<file path="config.mk">
export PLATFORM = sky130hd
export DESIGN_NAME = arb_mux_n
export DESIGN_NICKNAME = d
export VERILOG_FILES = /design/src/rtl/arb_mux_pkg.sv /design/src/rtl/rr_arbiter.sv /design/src/rtl/arb_mux_n.sv
export SDC_FILE = /design/constraint.sdc
export NUM_CORES = 1
export LEC_CHECK = 0
export CAP_MARGIN = 20
export CORE_MARGIN = 4
export CORE_UTILIZATION = 35
export CTS_CLUSTER_SIZE = 8
export DETAILED_ROUTE_END_ITERATION = 7
export PLACE_DENSITY = 0.7
export SLEW_MARGIN = 20
export SYNTH_ARGS = -nofsm -noshare
export SYNTH_HDL_FRONTEND = slang
export SYNTH_SLANG_ARGS = --single-unit
</file>
<file path="constraint.sdc">
create_clock -name clk -period 2.67 [get_ports clk]
set_input_delay 0.4005 -clock clk [delete_from_list [all_inputs] [get_ports clk]]
set_output_delay 0.4005 -clock clk [all_outputs]
set_load 0.01 [all_outputs]
</file>
<file path="src/rtl/arb_mux_pkg.sv">
// Shared constants and types for the N-channel arbitrating multiplexer.
package arb_mux_pkg;

  localparam int ARB_FIXED = 0;
  localparam int ARB_RR    = 1;

  typedef enum logic {
    ST_EMPTY = 1'b0,
    ST_FULL  = 1'b1
  } out_state_e;

  // Width of a channel index; never narrower than one bit.
  function automatic int idx_w(input int n);
    return (n > 1) ? $clog2(n) : 1;
  endfunction

endpackage

</file>
<file path="src/rtl/rr_arbiter.sv">
// Grant generator: fixed-priority or round-robin search starting at ptr.
// The grant is one-hot, or zero only when no channel is requesting.
module rr_arbiter
  import arb_mux_pkg::*;
#(
  parameter int NCH  = 4,
  parameter int MODE = ARB_RR,
  localparam int IW  = idx_w(NCH)
) (
  input  logic [NCH-1:0] req,
  input  logic [IW-1:0]  ptr,
  output logic [NCH-1:0] grant
);

  logic          found;
  int            base;
  logic [IW-1:0] sel;

  // Walk channels upward from the search base with wrap; first requester wins.
  always_comb begin
    grant = '0;
    found = 1'b0;
    base  = 0;
    sel   = '0;
    if (MODE == ARB_RR) base = int'(ptr);
    for (int k = 0; k < NCH; k++) begin
      sel = IW'((base + k) % NCH);
      if (!found && req[sel]) begin
        grant[sel] = 1'b1;
        found      = 1'b1;
      end
    end
  end

endmodule

</file>
<file path="src/rtl/arb_mux_n.sv">
// N-channel arbitrating multiplexer with a single registered output slot.
// A granted channel is accepted whenever the slot is empty or draining, so
// a continuously ready sink sees one word per cycle with no bubbles.
module arb_mux_n
  import arb_mux_pkg::*;
#(
  parameter int WIDTH = 8,
  parameter int NCH   = 4,
  parameter int MODE  = ARB_RR,
  localparam int IW   = idx_w(NCH)
) (
  input  logic                 clk,
  input  logic                 rst_n,
  input  logic [NCH-1:0]       in_valid,
  input  logic [NCH*WIDTH-1:0] in_data,
  output logic [NCH-1:0]       in_ready,
  output logic                 out_valid,
  output logic [WIDTH-1:0]     out_data,
  output logic [IW-1:0]        out_ch,
  input  logic                 out_ready
);

  out_state_e       state_q;
  out_state_e       state_d;
  logic [IW-1:0]    rr_ptr;
  logic [NCH-1:0]   grant;
  logic [IW-1:0]    gnt_idx;
  logic [WIDTH-1:0] sel_data;
  logic             can_load;
  logic             load;
  logic             vld_p1;
  logic [WIDTH-1:0] data_p1;
  logic [IW-1:0]    ch_p1;

  rr_arbiter #(
    .NCH  (NCH),
    .MODE (MODE)
  ) u_arb (
    .req   (in_valid),
    .ptr   (rr_ptr),
    .grant (grant)
  );

  // ---- stage p0: grant, index encode and one-hot AND-OR data select ----
  // Encode the granted index and pick its word; grant is one-hot so OR is safe.
  always_comb begin
    gnt_idx  = '0;
    sel_data = '0;
    for (int i = 0; i < NCH; i++) begin
      sel_data = sel_data | (in_data[i*WIDTH +: WIDTH] & {WIDTH{grant[i]}});
      if (grant[i]) gnt_idx = gnt_idx | IW'(i);
    end
  end

  assign vld_p1   = (state_q == ST_FULL);
  assign can_load = !vld_p1 || out_ready;
  // Held low during reset so no word is accepted into a slot being cleared.
  assign in_ready = grant & {NCH{can_load & rst_n}};
  assign load     = |in_ready;

  // Output slot next state: load keeps it full, a drain without load empties it.
  always_comb begin
    state_d = state_q;
    case (state_q)
      ST_EMPTY: if (load) state_d = ST_FULL;
      ST_FULL: begin
        if (load)           state_d = ST_FULL;
        else if (out_ready) state_d = ST_EMPTY;
      end
      default: state_d = ST_EMPTY;
    endcase
  end

  // Output slot state register.
  always_ff @(posedge clk or negedge rst_n) begin
    if (!rst_n) state_q <= ST_EMPTY;
    else        state_q <= state_d;
  end

  // Round-robin pointer moves past the winner only when a word is accepted.
  always_ff @(posedge clk or negedge rst_n) begin
    if (!rst_n)    rr_ptr <= '0;
    else if (load) rr_ptr <= (gnt_idx == IW'(NCH - 1)) ? '0 : gnt_idx + IW'(1);
  end

  // ---- stage p1: registered output word and source channel ----
  // Capture the selected word on accept; otherwise hold the last value.
  always_ff @(posedge clk or negedge rst_n) begin
    if (!rst_n) begin
      data_p1 <= '0;
      ch_p1   <= '0;
    end else if (load) begin
      data_p1 <= sel_data;
      ch_p1   <= gnt_idx;
    end
  end

  assign out_valid = vld_p1;
  assign out_data  = data_p1;
  assign out_ch    = ch_p1;

endmodule

</file>
==> reports/summary.txt <==
Post-route cell area = 0.002256 sq mm
Dpl cells = 240
Status = finished, violations left
Placer Congestion = 0.8953
Synth Area per Inst = 10.32 sq um
Syn nets = 171
DR WL/cell = 17.95 um
Commonest non-fill, non-tap cell in the layout = clkdlybuf4s50_1
Num rows = 21
Vias in the first global route = 1458
RSZ-0062 raised after global routing = true
Tcrit/Tclk final = 104.8%
Cells after synthesis = 126
Via Count = 1444
Buffers & Inverters on Critical Path = 5
EDFF count, synth = 0
Critical Path Start = rr_ptr[0]$_DFFE_PN0P_
Netlist Area Pre-Place = 0.001300 sq mm
Clock Skews = 0.003718 ns
H-tree levels = 1
Die width = 68.95 um
GR Util All Layers = 20.01%
Yosys warns = 0
Crit path to = out_data[5]$_DFFE_PN0P_
Fmax = 357.3 MHz
Largest vdd supply drop = 0.0008220 V
Async SR Flop Fraction = 100.0%
Antenna Nets Post-Route = 0
CP max FO = 10
R2r worst-path depth = 10
Violated checks = negative setup slack
Clk Latency, worst-skew pair = 0.24 ns
Setup violators final = 13
Hold Path Class = reg -> reg
CP arrival = 2.92 ns
Critical Path Stages = 10
Switching part of the total = 40.21%
Internal Power = 1.739 mW
R2R Path Start = rr_ptr[0]$_DFFE_PN0P_
Multi-input combinational cell area = 988.4 sq um
Fin crit period = 2.799 ns
Most frequent cells in the layout = 45 x clkdlybuf4s50_1, 30 x buf_4, 23 x o31ai_1
Die height = 68.95 um
Starting density of the core = 37.48%
Clock power share = 6.0%
Distinct cells, synth = 34
Seq. cell area = 325.3 sq um
Pin count of the biggest net entering global routing = 14
Area Growth Syn to Fin = 73.53%
Register bit count reported by yosys = 13
Number of nets in the layout = 256
Worst-margin pin slew = 0.4762 ns
Cell family with most CP delay = multiplexers
Critical Path RT = 2.79 ns
First-pass GRT wire length = 7.038 mm
Crit path launch type = flop
Sequential area share after synthesis = 25.02%
Critical path class = reg -> reg
FILL cells = 284
Drt pass-1 iters = 5
Via density = 5.641
Total core area = 0.003468 sq mm
CTS tree = done
Number of port buffers = 53
CTS Hold Bufs = 0
Pins Over Slew Limit = 0
Post-Route WL = 4.596 mm
Slowest cell on the critical path = mux4_2
Initial antenna violation count = 0
Psw = 1.169 mW
Ant diodes = 0
Setup TNS = -0.9972 ns
Crit-path cells = buf_4, mux4_2, nor3b_4, buf_4, buf_4, a221oi_4, buf_6, a41oi_4, buf_12, mux2_4
Layout cell share with drive strength beyond 1 = 38.10%
# IOs = 54
Area after DPL = 0.002034 sq mm
R2r setup slk = -0.13 ns
Worst-path clk slew = 0.05 ns
Power per cell area = 1289 mW/mm^2
Longest Clk Path Bufs = 2
Leakage = 1.029 nW
Die area = 0.004753 sq mm
Iter 0 DRT Violations = 97
Primary FF master, synth = dfrtp_1
Non-filler cells, final = 256
Relative max-transition margin = 68.18%
Crit-path most repeated cell = buf_4
Post-detail-place hpwl = 3.367 mm
Crit Reg-Reg Endpoint = out_data[5]$_DFFE_PN0P_
Total CTS buffers = 3
Overflow left after global routing = 0
Combinational cell fraction of total power = 81.4%
Power, Total = 2.908 mW
Maxcap violations = 0
CP max stage delay = 0.53 ns
DRC = 0
Setup ws final = -0.1290 ns
Fin util = 65.04%
Seq pwr share = 12.6%
Root buffer cell = clkbuf_8
CTS Sinks = 13
Final hold vios = 0
Crit end category = flop
-- metal layers --
metal,share of wire [%],vias up,track usage [%]
met5,0,-,0
met4,1.8,0,4.623
met3,11,13,5.673
met2,47,85,34.29
met1,40,679,24.78
li1,-,667,-
-- Yosys cell counts (3+ instances only) --
cell type / instances / area share (%)
nand2_1: 3 / 0.87
a21o_1: 3 / 1.7
o31ai_1: 24 / 14
nor3b_1: 3 / 1.7
mux4_2: 3 / 5.2
o2111ai_1: 8 / 5.4
buf_2: 3 / 1.2
ha_1: 6 / 5.8
a21oi_1: 3 / 1.2
mux2_2: 8 / 6.9
nor2_1: 4 / 1.2
buf_6: 4 / 3.5
inv_1: 11 / 3.2
dfrtp_1: 13 / 25
a22o_2: 4 / 3.1
nor3_4: 3 / 3.8
-- how the worst min path moves through the flow --
| stage | slack (ns) | startpoint | endpoint | cells after the start |
|---|---|---|---|---|
| finish | 0.48 | out_ch[0]$_DFFE_PN0P_ | out_ch[0]$_DFFE_PN0P_ | 1 |
| global route | 0.52 | out_ch[1]$_DFFE_PN0P_ | out_ch[1]$_DFFE_PN0P_ | 1 |
| global placement | 0.46 | out_ch[0]$_DFFE_PN0P_ | out_ch[0]$_DFFE_PN0P_ | 1 |
| CTS | 0.49 | out_ch[0]$_DFFE_PN0P_ | out_ch[0]$_DFFE_PN0P_ | 1 |
| detailed placement | 0.47 | out_ch[0]$_DFFE_PN0P_ | out_ch[0]$_DFFE_PN0P_ | 1 |
| floorplan | 0.10 | rst_n | out_ch[0]$_DFFE_PN0P_ | 0 |
-- power groups by stage --
| stage | Clock (mW) | Combinational [mW] | Sequential, mW |
|---|---|---|---|
| floorplan | 0 | 1.21 | 0.406 |
| global placement | 0 | 1.86 | 0.361 |
| detailed placement | 0 | 1.92 | 0.366 |
| CTS | 0.178 | 2.33 | 0.366 |
| global route | 0.187 | 2.50 | 0.381 |
| finish | 0.175 | 2.37 | 0.366 |
-- stage by stage --
| step | hold WS (ns) | worst slack [ns] |
|---|---|---|
| floorplan | 0.1049 | -0.1590 |
| global placement | 0.4637 | -0.3646 |
| detailed placement | 0.4689 | -0.4584 |
| CTS | 0.4862 | -0.1132 |
| global route | 0.5191 | -0.2140 |
| finish | 0.4781 | -0.1290 |
-- cell families (layout without fill, tap and decap cells) --
kind of cell,after synthesis,in the layout,share of synthesized area [%]
buffers and inverters,20,103,8.662
and+or+nand+nor,22,22,13.67
DFF,13,13,25.02
AOI/OAI and AO/OA,53,54,34.07
adders and majority gates,6,6,5.775
muxes,11,11,12.13
xor gates and xnor gates,1,1,0.6738
-- registers in the layout, indices dropped and copies added, names as in the netlist --
register and flops:
out_ch 2, out_data 8, out_valid 1, rr_ptr 2
-- cell type report --
type,instances,share of cell area [%]
Timing Repair Buffer,88,35.27
Inverter,11,1.941
Clock buffer,4,1.997
Sequential cell,13,14.42
Multi-Input combinational cell,94,43.82
Tap cell,46,2.551
-- timing repair --
item,CTS,global route
pin swaps,9,4
endpoints found under the setup margin,13,16
gates resized for setup,38,3
cloned,1,0
buffers inserted,10,1
No activity file was read; power rests on OpenSTA's default activity.
